**src/rtl/hsv_stream_ctrl.sv**
```systemverilog
// hsv_stream_ctrl: stream wrapper around a fixed-latency RGB->HSV converter with tag pipeline, output FIFO and framing checks
// Ports: clk; rst (async, active-low); in_valid/in_sop/in_eop/in_r/in_g/in_b with in_ready (upstream);
// conv_r/g/b to the converter and conv_h/s/v back from it; out_valid/out_sop/out_eop/out_h/out_s/out_v
// with out_ready (downstream); err_proto sticky framing error; frame_cnt/pix_cnt statistics.
// Define HSV_STREAM_STATS_EN to build the counters; otherwise they read as 0.
module hsv_stream_ctrl #(
  parameter int LATENCY    = 3,
  parameter int FIFO_DEPTH = 4
) (
  input  logic        clk,
  input  logic        rst,
  input  logic        in_valid,
  input  logic        in_sop,
  input  logic        in_eop,
  output logic        in_ready,
  input  logic [7:0]  in_r,
  input  logic [7:0]  in_g,
  input  logic [7:0]  in_b,
  output logic [7:0]  conv_r,
  output logic [7:0]  conv_g,
  output logic [7:0]  conv_b,
  input  logic [8:0]  conv_h,
  input  logic [7:0]  conv_s,
  input  logic [7:0]  conv_v,
  output logic        out_valid,
  output logic        out_sop,
  output logic        out_eop,
  input  logic        out_ready,
  output logic [8:0]  out_h,
  output logic [7:0]  out_s,
  output logic [7:0]  out_v,
  output logic        err_proto,
  output logic [15:0] frame_cnt,
  output logic [19:0] pix_cnt
);
  localparam int AW = $clog2(FIFO_DEPTH);
  localparam int OW = $clog2(LATENCY + FIFO_DEPTH + 1);
  localparam logic ST_IDLE  = 1'b0;
  localparam logic ST_FRAME = 1'b1;
  logic [LATENCY-1:0] tag_v, tag_s, tag_e;
  logic [26:0]        mem [FIFO_DEPTH];
  logic [AW-1:0]      wr_ptr, rd_ptr;
  logic [AW:0]        count;
  logic [OW-1:0]      occ;
  logic               state, state_nxt, acc, push, pop, bad;
  assign conv_r = in_r;
  assign conv_g = in_g;
  assign conv_b = in_b;
  assign acc = in_valid & in_ready;
  assign push = tag_v[LATENCY-1];
  assign out_valid = count != '0;
  assign pop = out_valid & out_ready;
  assign {out_h, out_s, out_v, out_sop, out_eop} = mem[rd_ptr];
  // Every accepted beat is either in flight or buffered, so capping their sum keeps the FIFO from overflowing.
  always_comb begin
    occ = OW'(count);
    for (int i = 0; i < LATENCY; i++) occ = occ + OW'(tag_v[i]);
  end
  assign in_ready = occ < OW'(FIFO_DEPTH);
  always_ff @(posedge clk or negedge rst) begin
    if (!rst) begin
      tag_v <= '0;
      tag_s <= '0;
      tag_e <= '0;
    end else begin
      tag_v[0] <= acc;
      tag_s[0] <= in_sop;
      tag_e[0] <= in_eop;
      for (int i = 1; i < LATENCY; i++) begin
        tag_v[i] <= tag_v[i-1];
        tag_s[i] <= tag_s[i-1];
        tag_e[i] <= tag_e[i-1];
      end
    end
  end
  always_ff @(posedge clk) if (push) mem[wr_ptr] <= {conv_h, conv_s, conv_v, tag_s[LATENCY-1], tag_e[LATENCY-1]};
  always_ff @(posedge clk or negedge rst) begin
    if (!rst) begin
      wr_ptr <= '0;
      rd_ptr <= '0;
      count  <= '0;
    end else begin
      wr_ptr <= wr_ptr + AW'(push);
      rd_ptr <= rd_ptr + AW'(pop);
      count  <= count + (AW+1)'(push) - (AW+1)'(pop);
    end
  end
  // eop wins over sop, so a single-beat frame leaves the FSM idle.
  assign state_nxt = !acc ? state : in_eop ? ST_IDLE : in_sop ? ST_FRAME : state;
  assign bad = acc & (state == ST_IDLE ? ~in_sop : in_sop);
  always_ff @(posedge clk or negedge rst) begin
    if (!rst) begin
      state     <= ST_IDLE;
      err_proto <= 1'b0;
    end else begin
      state     <= state_nxt;
      err_proto <= err_proto | bad;
    end
  end
`ifdef HSV_STREAM_STATS_EN
  always_ff @(posedge clk or negedge rst) begin
    if (!rst) begin
      frame_cnt <= '0;
      pix_cnt   <= '0;
    end else if (pop) begin
      pix_cnt   <= out_sop ? 20'd1 : pix_cnt == '1 ? pix_cnt : pix_cnt + 20'd1;
      frame_cnt <= frame_cnt + 16'(out_eop);
    end
  end
`else
  assign frame_cnt = '0;
  assign pix_cnt   = '0;
`endif
endmodule

```
**config.mk**
```make
export PLATFORM = sky130hd
export DESIGN_NAME = hsv_stream_ctrl
export DESIGN_NICKNAME = d
export VERILOG_FILES = /design/src/rtl/hsv_stream_ctrl.sv
export SDC_FILE = /design/constraint.sdc
export NUM_CORES = 1
export LEC_CHECK = 0
export BUFFER_PORTS_ARGS = -buffer_cell sky130_fd_sc_hd__clkbuf_2
export CORE_AREA = 10 10 118 120
export CTS_CLUSTER_DIAMETER = 80
export DETAILED_ROUTE_END_ITERATION = 10
export DIE_AREA = 0 0 128 130
export HOLD_SLACK_MARGIN = 0.08
export PLACE_DENSITY_LB_ADDON = 0.12
export REMOVE_ABC_BUFFERS = 1
export SLEW_MARGIN = 20
export SYNTH_ARGS = -nofsm -noshare
export SYNTH_HDL_FRONTEND = slang
export SYNTH_SLANG_ARGS = --single-unit
```
**constraint.sdc**
```tcl
create_clock -name clk -period 4.2 [get_ports clk]
set_input_delay 0.84 -clock clk [delete_from_list [all_inputs] [get_ports clk]]
set_output_delay 0.84 -clock clk [all_outputs]
set_load 0.01 [all_outputs]
```
==> out/summary.md, run 1 <==
The row count is 40, and the number of gates given a new drive strength after cts is 0. The setup path with the least slack is of type reg -> out. Traced cell by cell, the critical path runs through fa_1 > ha_1 > a31oi_2 > xor2_1 > clkbuf_2. Critical register-to-register path startpoint: count[2].

The maximum clock frequency came out at 322.8 MHz. On the critical path, the stage with the largest delay is an instance of fa_1. STA classifies the critical path startpoint as a register. The relative contribution of combinational cells to total power is 0.232, and the final-layout setup total negative slack is 0 ps. The met3 demand-to-capacity share in global routing was 0.06247; the half-perimeter wire length after detailed placement was 6187 um. The remaining design rule violation count was 0; the time the final worst path needs with I/O delays and setup was 3098 ps.

After detailed routing, the number of vias per cell comes to 4.911. The floorplan step defined a die boundary enclosing 0.01664 mm^2. The relative max-transition margin is 0.3598, and the register-to-register setup slack is 1850 ps. The flow ran to the end, and the final reports show no timing, DRC or antenna violations.

Measured along the y axis, the die boundary spans 130 um. The tools report the endpoint type of the worst setup path as an output port. The mean instance size in the synthesized netlist came out at 20.33 um^2. Clock-pin slew was measured on the worst setup and hold paths at 50 ps. Counting every instance in the synthesized netlist gives 252. The final layout net count is 364, and the initial antenna violation count is 1.

The transition at the pin with the smallest max-transition slack is 960.3 ps. The cts-stage hold buffer count is 0. In this run, synthesis produced a sequential element count of 126. The tools report the switching power as 0.001145 W. The tree is rooted in a clkbuf_16. The area growth from synthesis to layout works out to 13.55%.

Arrival time of the worst setup path: 2260 ps. The clock insertion delay at the later pin of the skew report is 410 ps. The internal portion of the total power is 0.003001 W. Prior to clock tree synthesis, the placed netlist has a worst setup slack of 1492 ps. Yosys printed 0 warnings. The cell area after placement was 0.005254 mm^2; the wire length per cell was 20.31 um.

In this run the tool buffered the top-level ports with 60 buffer cells. For the global routing usage summed across all routing layers, the log shows 0.1183. The routability congestion estimate from global placement came out at 0.6775. After filler insertion, the fill cell instance count of the layout stands at 966. In this run the static leakage power is 2.176 nW. Global routing finished with a remaining overflow of 0.

The first global-routing pass estimated 14660 um of wire. The maximum fanout encountered on the critical timing path was 4. The number of setup buffers added after CTS is 0. STA puts the critical path data required time at 3360 ps.

The fraction of the cycle the final worst path needs is 0.7377. The met2 global-route usage is 0.1678. With fillers left out, the area of the finished cells amounts to 0.005818 mm^2. In this run the count of I/O pins placed on the die edge is 145. The number of antenna diodes in the final layout is 0.

The via count of the first global-routing pass was 2581. Clock skew on the completed layout was measured at 9.383 ps. Iteration count of the initial detailed-routing pass: 4. The run gives 0.433 as the sequential share of power. In this run the standard cell core region covers 0.01171 mm^2. Setup repair after global routing left no endpoint under its margin. In this run the cell area of the synthesized design comes to 0.005124 mm^2. The launch point of the worst hold path was tag_e[0]. The maximum level of the CTS H-tree was 4.

In the final layout, the multi-input gates occupy 0.001045 mm^2. The starting density of the core was 0.4375. TritonCTS built the clock tree. The run gives 29 as the maximum number of pins on one net before global-route repair. The switching share of total power was 0.2761; the setup-violating endpoint count in the final report was 0. On the worst path, the slowest cell contributes a delay of 420 ps. The tools report the highest ir drop seen on vdd as 0.4063 mV. The fraction of final layout cells with drive strength greater than 1 works out to 0.3524. The clock buffer count from CTS was 17; the overall routed net length was 9383 um. The path category of the worst min-delay check is reg -> reg. Max-cap violations in this run came to 0. The global routing usage on met1 was 0.1483. After global routing, the most crowded layer is met2. For the CTS sink count, the log shows 126.

The number of endpoints with negative hold slack in the final report is 0, and the post-route worst setup slack is 1102 ps. Tracing the worst setup path back leads to its startpoint at tag_v[0]. For the DRC violation total after the first TritonRoute iteration, the log shows 128. The floorplan step set the die width to 128 um. The number of max-slew violations in the final report was 0. The logs give 2269 for the total number of vias and 0.335 for the clock share of power. The sequential share of the synthesized area is 0.7209. Buffer levels on the longest clock path: 2.

In the final layout, flip-flops and latches occupy 0.003695 mm^2. For this design the ratio of total power to cell area is 712.6 mW/mm^2. The count of nets left with antenna violations once routing finished came out at 0. The netlist uses 27 different library cells.
==> cells in the final DEF (no fill, tap or decap), drive strengths merged, types with 2 or more instances in the layout <==
cell type / Yosys / final
nor2: 2 / 2
ha: 5 / 5
xor2: 4 / 4
dfrtp: 18 / 18
conb: 1 / 36
mux4: 27 / 27
clkinv: 0 / 7
and2: 2 / 2
edfxtp: 108 / 108
fa: 2 / 2
bufinv: 0 / 3
clkbuf: 0 / 82
inv: 4 / 4
buf: 66 / 2
xnor2: 2 / 2
==> worst max-delay path: cells and delay by family (launching register included) <==
family	cells	cell delay (ps)
flip-flops	1	390
XOR/XNOR	1	300
adder cells (fa/ha/maj)	2	720
buffers and inverters	1	200
AO/OA/AOI/OAI	1	240
==> layer usage <==
layer | wire length, um | share of wire
met4 | 66 | 0.0070
met3 | 851 | 0.091
met1 | 4265 | 0.45
met2 | 4191 | 0.45
met5 | 7 | 0.00075
==> power by group through the flow <==
stage          combinational, W  sequential [W]  clock [W]
5_1_grt                 0.00106         0.00184    0.00148
6_report               0.000961         0.00180    0.00139
2_1_floorplan          0.000628         0.00178          0
3_5_place_dp           0.000992         0.00183          0
4_1_cts                0.000990         0.00181    0.00142
3_3_place_gp           0.000983         0.00182          0
==> through the flow <==
| step | total power (W) | std cells | util | hold WS (ps) |
|---|---|---|---|---|
| final | 0.004146 | 462 | 0.4968 | 346.1 |
| after global routing | 0.004378 | 462 | 0.4968 | 351.8 |
| after CTS | 0.004216 | 462 | 0.4968 | 348.4 |
| after detailed placement | 0.002820 | 430 | 0.4486 | 336.3 |
| after global placement | 0.002807 | 430 | 0.4486 | 334.4 |
| after floorplan | 0.002403 | 221 | - | 331.2 |
==> kinds of logic (layout without fill, tap and decap cells) <==
family | after synthesis | after routing | share of synthesized area
other cells | 1 | 36 | 0.0007319
mux | 27 | 27 | 0.1238
simple gates | 11 | 11 | 0.01294
xor+xnor | 6 | 6 | 0.01026
buf+inv | 70 | 98 | 0.1038
flops | 126 | 126 | 0.7209
compound gates | 4 | 4 | 0.007571
fa+ha+maj | 7 | 7 | 0.02002
==> cells in the mapped netlist (all sizes together) <==
cell type | n | area [um^2]
a31o | 1 | 8.760
a31oi | 1 | 12.51
a32oi | 1 | 8.760
a41oi | 1 | 8.760
and2 | 2 | 12.51
and3 | 1 | 6.260
and3b | 1 | 8.760
buf | 66 | 516.7
conb | 1 | 3.750
dfrtp | 18 | 450.4
edfxtp | 108 | 3243
fa | 2 | 40.04
ha | 5 | 62.56
inv | 4 | 15.01
mux4 | 27 | 634.4
nand2 | 1 | 3.750
nand3 | 1 | 5.000
nand4b | 1 | 8.760
nor2 | 2 | 7.510
nor3b | 1 | 7.510
or3 | 1 | 6.260
xnor2 | 2 | 17.52
xor2 | 4 | 35.03
==> state kept, by name, indices dropped and copies added (netlist names) <==
name and count:
wr_ptr 2, mem 108, state 1, tag_v 3, rd_ptr 2, tag_s 3
err_proto 1, count 3, tag_e 3
==> final timing paths <==
| kind | to | cells past startpoint |
|---|---|---|
| worst min-delay path | tag_e[1] | 0 |
| min in group asynchronous | state | 1 |
| max in group asynchronous | rd_ptr[0] | 1 |
| worst max-delay path | in_ready | 5 |
| worst min register to register | tag_e[1] | 0 |
| worst max register to register | count[2] | 8 |
==> cell type report <==
cell class,count,area share
Clock buffer,22,0.07634
Clock inverter,10,0.02065
Inverter,4,0.002581
Multi-Input combinational cell,91,0.1796
Sequential cell,126,0.6351
Tap cell,147,0.03161
Timing Repair Buffer,62,0.05419
Power figures use the tool's default switching activity.
==> run 2, diff against run 1 <==
Clock period 4.2 ns to 2.89 ns, I/O delays scaled along.
==> run 2 against run 1 <==
Against the previous run: first-iteration DRC count increased by 19%; critical path depth is the same; sequential share of layout area fell by 1.3 points; clock power is 60% higher; hold slack worse by 230 ps; utilization increased by 1.1 points; worst setup slack got worse by 980 ps; clock skew shrank 5.2 ps; die area did not move; power up 52%; combinational power grew 64%; highest routed layer is now met4.
==> out/summary.md, run 2 (synthesis gave the netlist of run 1 again) <==
The critical path's top delay family is adder cells. Final standard cell count with taps included and fillers excluded: 466 (+0.87%). The number of max-cap violations came out at 0 (unchanged).

TritonCTS built the clock tree. The most common library cell in the layout ignoring fill and taps is edfxtp_1. The logs give 2.236 nW (+2.7%) for the leakage component of the power and 4.158 ps (-5.225 ps) for the clock tree skew after final layout. The path category of the worst min-delay check is in -> async. The critical path ends at in_ready. For the finished layout, the period the worst path requires is 2770 ps. Setup repair after global routing left no endpoint under its margin. The total number of vias came out at 2239 (-1.3%). The clock buffer count from CTS came out at 17 (unchanged). The clock-pin slew of the registers on the worst-case setup and hold paths is 50 ps (about the same). The flow ran to the end, and the final reports show no timing, DRC or antenna violations.

The logs give 2575 (-0.23%) for the via count of the first global-routing pass and 145 (unchanged) for the top-level port count. Critical register-to-register path startpoint: count[2]. The count of cell instances traversed by the critical path came out at 5 (unchanged). The aggregate global routing overflow was 0 (unchanged). For the maximum level of the CTS H-tree, the log shows 4 (unchanged). The overall routed net length is 9135 um (-2.6%), and the clock insertion delay at the later pin of the skew report is 400 ps (about the same). The largest stage delay on the critical path was 430 ps (about the same). Flip-flop count of the largest register after layout: 108 (unchanged). The logs give 0 (-1) for the initial antenna violation count and 0.01171 mm^2 (unchanged) for the core area. Post-route worst setup slack: 120.2 ps (-981.5 ps). In the layout the commonest cells are edfxtp_1 (108), clkbuf_2 (60), conb_1 (36), mux4_2 (20). The critical path in this run is classified as reg -> out. The iteration count of the initial detailed-routing pass was 4 (unchanged); the remaining design rule violation count was 0 (unchanged). The highest ir drop seen on vdd is 0.4602 mV (+13%). The tools report the final layout net count as 368 (+1.1%). STA classifies the critical path endpoint as an output port.

The logs give 0 (unchanged) for the count of antenna diodes in the layout and 361.0 MHz for the maximum clock frequency. The fraction of final layout cells with drive strength greater than 1 works out to 0.3824 (+0.03006). The launching element of the worst setup path is tag_v[0]. The number of cells on the worst reg-to-reg path works out to 8 (unchanged). The maximum fanout encountered on the critical timing path came out at 4 (unchanged).

Slowest cell on the critical path: fa_1. The run gives 600 ps (-1250 ps) as the register-to-register setup slack. The row count is 40 (unchanged), and the height of the chip is 130 um (unchanged).

The register bank with the most flops was mem. The run gives 152 (+19%) as the DRC violation total after the first TritonRoute iteration. Relative to the synthesized area, the layout overhead comes to 16.00%. The starting density of the core came out at 0.4375 (unchanged).

Wire length per cell: 19.60 um (-3.5%). CTS placed an instance of clkbuf_16 at the clock tree root. The post-route total power came out at 0.006309 W (+52%).

The setup-violating endpoint count in the final report was 0 (unchanged); the global-route wire length before repair was 14180 um (-3.3%). Number of max-slew violations in the final report: 0 (unchanged). The power per unit of standard cell area came out at 1061 mW/mm^2 (+49%).

The transition at the pin with the smallest max-transition slack is 765.4 ps (-194.9 ps). The cts-stage hold buffer count was 0 (unchanged). The run gives 28 (-3.4%) as the maximum number of pins on one net before global-route repair.

The instance count after placement with tap cells included is 434 (+0.93%). The fraction of the cycle the final worst path needs works out to 0.9584. The capturing point of the worst reg2reg path was count[2].

The logs give 2 (unchanged) for the buffer levels on the longest clock path and 0.6867 (+1.4%) for the routability congestion estimate from global placement. The tools report the total die area as 0.01664 mm^2 (unchanged). The critical path startpoint category was a register. The logs give 6155 um (-0.52%) for the half-perimeter wire length after detailed placement and 2310 ps (-1050 ps) for the required time at the endpoint of the critical path. The count of buffers from port buffering was 60 (unchanged). Walking the worst path, the cells encountered are fa_1 > ha_1 > a31oi_2 > xor2_2 > clkbuf_2.

The logs give 126 (unchanged) for the CTS sink count and 484.5 ps (-1007 ps) for the setup slack after placement. The number of vias per cell is 4.805 (-2.2%), and the number of endpoints with negative hold slack in the final report is 0 (unchanged). The arrival time of the worst setup path came out at 2190 ps (-70 ps).

The global routing usage summed across all routing layers came out at 0.1146 (-0.003721). The antenna violation net count after detailed routing was 0 (unchanged); the width of the chip was 128 um (unchanged). Number of buffers and inverters on the critical path: 1 (unchanged). The tools report the relative max-transition margin as 0.4897 (+0.1299).
==> run 2: layout make-up <==
type | count | area [um^2]
inverters | 4 | 15.01
repair buffers | 66 | 370.4
well taps | 147 | 183.9
fillers | 967 | 5768
flip-flops and latches | 126 | 3695
clock buffers | 18 | 429.2
multi-input cells | 91 | 1052
clock inverters | 14 | 197.7
==> run 2: worst min-delay path by stage <==
stage | slack (ps) | start | cells after the start | to
finish | 110 | rst | 1 | tag_v[0]
global route | 130 | rst | 1 | err_proto
CTS | 110 | rst | 1 | state
detailed placement | 340 | tag_s[0] | 0 | tag_s[1]
global placement | 330 | tag_s[0] | 0 | tag_s[1]
floorplan | 280 | rst | 0 | count[0]
==> run 2: metal layers <==
metal | share of wire | track usage | vias up
li1 | - | - | 997
met2 | 0.47 | 0.1705 | 98
met4 | 0.012 | 0.04371 | 0
met3 | 0.085 | 0.06288 | 10
met5 | 0 | 0.006173 | -
met1 | 0.43 | 0.1365 | 1134
==> run 2: where the power goes <==
part / leakage, nW / total (W) / internal [W] / switching [W]
sequential: 1.19 / 0.00251 / 0.00233 / 0.000178
clock: 0.304 / 0.00222 / 0.00151 / 0.000707
combinational: 0.740 / 0.00158 / 0.000765 / 0.000815
total: 2.24 / 0.00631 / 0.00461 / 0.00170
==> run 2: what timing repair did <==
action                                  in CTS  in global routing
endpoints found under the setup margin       0                  1
gates resized for setup                      0                  1
buffers inserted                             0                  0
==> run 2: through the flow <==
stage	hold WS, ps	area, um^2	utilization	setup TNS [ps]
3_5_place_dp	335.6	5309	0.4533	0
2_1_floorplan	282.4	4738	-	-1527
5_1_grt	128.0	5943	0.5075	0
3_3_place_gp	331.3	5309	0.4533	0
4_1_cts	107.3	5936	0.5068	0
6_report	111.3	5943	0.5075	0
==> run 3, diff against run 2 <==
Settings changed: ABC_AREA from default to 1, CORE_AREA 10 10 118 120 to 10 10 126 128, DIE_AREA 0 0 128 130 to 0 0 136 138.
==> run 3 against run 2 <==
Against the previous run: cell count is 34% higher; register-to-register slack better by 210 ps; die area up 13%; critical endpoint unchanged; global-route usage increased by 0.55 points; utilization is 6.3 points lower; synthesized cell count is 52% higher; highest routed layer unchanged; largest cell class unchanged; clock skew grew 1.1 ps; routed wire length is 21% higher; fmax rose by 8.8%.
==> out/summary.md, run 3 <==
The antenna violation net count after detailed routing was 0 (unchanged); the mean instance size in the synthesized netlist was 13.73 um^2 (-32%). Transition at the pin with the smallest max-transition slack: 680.5 ps (-84.88 ps). The highest ir drop seen on vdd was 0.5441 mV (+18%); the number of cells on the worst reg-to-reg path was 9 (+1). The tools report the combined area of all synthesized cells as 0.005258 mm^2 (+2.6%). The endpoint identified for the worst register-to-register timing path is count[2]. For the gate count after technology mapping, the log shows 383 (+52%). The tools report the total number of vias as 2919 (+30%). Classification of the worst setup path: reg -> out.

The wire length per cell was 17.64 um (-10%). The library cell occupying the most area in the post-synthesis netlist was edfxtp_1. For the required time at the endpoint of the critical path, the log shows 2310 ps (about the same).

The root cell of the clock tree is clkbuf_16. Among all flip-flop cells after synthesis, the most frequent one is edfxtp_1. The run gives 0 (unchanged) as the synthesis warning total. The flow ran to the end, and the final reports show no timing, DRC or antenna violations. STA classifies the critical path startpoint as a register.

The count of flip-flops with a built-in enable after synthesis is 108 (unchanged), and the clock share of power is 0.314 (-0.038). Register bank with the most flops: mem. By count the netlist is led by edfxtp_1 (108), buf_4 (62), nor2_1 (54), o21ai_0 (29), o22ai_1 (27). The dominant cell type by count on the critical path was nand2_1. The number of unique standard cell types used by synthesis is 25 (-7.4%), and the global-route wire length before repair is 16910 um (+19%). The width of the chip works out to 136 um (+6.3%).

Yosys attributes the largest share of cell area to edfxtp_1 (62%), buf_4 (8.9%), dfrtp_1 (8.6%). The routed length on met2 was 5277 um (+23%). Remaining design rule violation count: 0 (unchanged). The clock tree skew after final layout came out at 5.227 ps (+1.069 ps).

The top routing layer in use was met4. The cts-stage hold buffer count was 0 (unchanged). The run gives 55 (+96%) as the maximum number of pins on one net before global-route repair. TritonCTS built the clock tree. The initial antenna violation count is 0 (unchanged). Clock-pin slew of the registers on the worst-case setup and hold paths: 50 ps (about the same). The relative max-transition margin was 0.5438 (+0.05411); the flip-flop count of the largest register after layout was 108 (unchanged). The area of the multi-input gates was 0.001049 mm^2 (-0.36%). The final layout net count was 494 (+34%); the overall routed net length was 11030 um (+21%). The tools report the fill cell total of the finished layout as 1236 (+28%). For the register-to-register setup slack, the log shows 810 ps (+210 ps). For the via count of the first global-routing pass, the log shows 3002 (+17%). The time the final worst path needs with I/O delays and setup came out at 2545 ps (-225.0 ps).

The clock buffer count from CTS was 17 (unchanged). Traced cell by cell, the critical path runs through fa_1 > ha_1 > nand3_1 > nand2_1 > nand2_1 > nand2_2 > clkbuf_2. The number of endpoints with negative hold slack in the final report was 0 (unchanged). In this run the critical register-to-register path is launched from count[1]. Relative contribution of combinational cells to total power: 0.299 (+0.049). The run gives 126 (unchanged) as the CTS sink count.

The starting density of the core was 0.3893 (-0.04817); the post-route total power was 0.006393 W (+1.3%). The height of the chip came out at 138 um (+6.2%). The number of vias per cell was 4.670 (-2.8%).

The DRC violation total after the first TritonRoute iteration is 101 (-34%), and the total die area is 0.01877 mm^2 (+13%). Switching share of total power: 0.3308 (+0.06134). For the arrival time of the worst setup path, the log shows 1970 ps (-220 ps). The logs give 0.7025 (-0.01836) for the sequential share of the synthesized area and 0 ps (unchanged) for the final-layout setup total negative slack.

The routability congestion estimate from global placement was 0.7079 (+3.1%); the power per unit of standard cell area was 1066 mW/mm^2 (+0.38%). The logs give 0.1201 (+0.005507) for the global routing usage summed across all routing layers and 0 (unchanged) for the number of max-slew violations in the final report. The storage element area is 0.003695 mm^2 (unchanged), and the met3 routed wirelength is 912 um (+17%).

The internal power was 0.004278 W (-7.2%); the async set or reset register ratio after synthesis was 0.1429 (unchanged). Setup repair after global routing left no endpoint under its margin. The most common cell in the netlist is edfxtp_1.

Switching power: 0.002115 W (+24%). The tools report the utilization after layout as 0.4443 (-0.06321). The half-perimeter wire length after detailed placement is 7111 um (+16%), and the fraction of final layout cells with drive strength greater than 1 is 0.2449 (-0.1375). The setup-violating endpoint count in the final report is 0 (unchanged). For the aggregate global routing overflow, the log shows 0 (unchanged).

The fraction of post-synthesis cell area in the top cell type by area was 0.6168 (-0.01612); the sequential share of power was 0.387 (-0.011). The count of buffers from port buffering was 60 (unchanged). The logs give 43 (+7.5%) for the row count and 4 (unchanged) for the maximum level of the CTS H-tree. The count of antenna diodes in the layout was 0 (unchanged); the largest stage delay on the critical path was 420 ps (about the same). Path category of the worst min-delay check: in -> async. The run gives 0 (unchanged) as the number of max-cap violations.

Buffer levels on the longest clock path: 2 (unchanged). Maximum fanout encountered on the critical timing path: 3 (-1). The leakage component of the power was 2.292 nW (+2.5%); the top-level port count was 145 (unchanged). For the number of gates given a new drive strength after cts, the log shows 0 (unchanged). The endpoint type of the worst setup path was an output port.

The iteration count of the initial detailed-routing pass is 4 (unchanged), and the fraction of the cycle the final worst path needs is 0.8806 (-0.07786). Clock insertion delay at the later pin of the skew report: 410 ps (about the same). Leaving out fill and tap cells, the most frequent cell in the layout is edfxtp_1.

Among all stages on the critical path, the largest delay is contributed by fa_1. The flip-flop and latch count after synthesis works out to 126 (unchanged). The total setup buffers inserted after CTS is 0 (unchanged).

For the routed length on met1, the log shows 4677 um (+18%). The maximum clock frequency was 393.0 MHz (+8.8%); the area growth from synthesis to layout was 14.11%. The library cells used most frequently in the layout, excluding fill and tap cells, are edfxtp_1 (108), clkbuf_2 (60), nor2_1 (54), conb_1 (36), o21ai_0 (29).

The run gives 0.01350 mm^2 (+15%) as the core area.
run 3: cell count changes after synthesis, moves of 2 or more:
| cell | previous run | this run |
|---|---|---|
| buf_12 | 2 | 0 |
| buf_4 | 60 | 62 |
| buf_6 | 1 | 12 |
| inv_1 | 4 | 11 |
| mux4_1 | 7 | 0 |
| mux4_2 | 20 | 0 |
| nand2_1 | 1 | 6 |
| nand3_1 | 1 | 4 |
| nand4_1 | 0 | 2 |
| nor2_1 | 2 | 54 |
| nor3_1 | 0 | 4 |
| o21ai_0 | 0 | 29 |
| o21ai_1 | 0 | 25 |
| o22ai_1 | 0 | 27 |
run 3: worst max-delay path by stage:
stage,from,endpoint,slack (ps),depth (start not counted)
floorplan,tag_v[2],mem[1][0],90,2
global placement,tag_v[0],in_ready,770,7
detailed placement,tag_v[0],in_ready,760,7
CTS,tag_v[0],in_ready,310,7
global route,tag_v[0],in_ready,210,7
finish,tag_v[0],in_ready,350,7
run 3: critical path: cells and delay by family (launching register included):
| family | cells | cell delay, ps |
|---|---|---|
| AND/OR/NAND/NOR | 4 | 330 |
| buffers and inverters | 1 | 130 |
| flip-flops | 1 | 390 |
| adder cells (fa/ha/maj) | 2 | 700 |
run 3: layout make-up:
class / instances / share of cell area
clock buffer: 28 / 0.09322
tap: 180 / 0.03754
multi-input combinational: 203 / 0.1748
clock inverter: 4 / 0.003337
inverter: 13 / 0.009385
timing repair buffer: 71 / 0.06590
sequential: 126 / 0.6158
run 3: per-layer routing:
layer / track usage / up-vias
met5: 0 / -
met4: 0.05665 / 0
met3: 0.06051 / 17
met2: 0.1873 / 94
met1: 0.1333 / 1431
li1: - / 1377
run 3: power groups by stage:
stage | combinational, W | sequential (W) | clock [W]
after floorplan | 0.00106 | 0.00255 | 0
after global placement | 0.00196 | 0.00250 | 0
after detailed placement | 0.00198 | 0.00251 | 0
after CTS | 0.00198 | 0.00248 | 0.00205
after global routing | 0.00216 | 0.00251 | 0.00213
final | 0.00191 | 0.00247 | 0.00201
run 3: per-stage QoR:
stage               setup WS, ps  cell area (um^2)  hold WS, ps  cells
detailed placement         759.3              5420        337.1    593
finish                     345.2              6000        100.2    625
CTS                        306.2              6000        107.1    625
global route               206.1              6000        126.9    625
floorplan                  85.82              4778        282.4    342
global placement           768.2              5420        333.5    593
run 3: cells by family after synthesis:
logic type               Yosys count  share of synthesized area
other                              1                  0.0007133
buffers and inverters             89                     0.1268
XOR/XNOR                           5                   0.008329
AO/OA/AOI/OAI                     82                    0.08567
adder cells (fa/ha/maj)            7                    0.01951
AND/OR/NAND/NOR                   73                    0.05640
flip-flops                       126                     0.7025
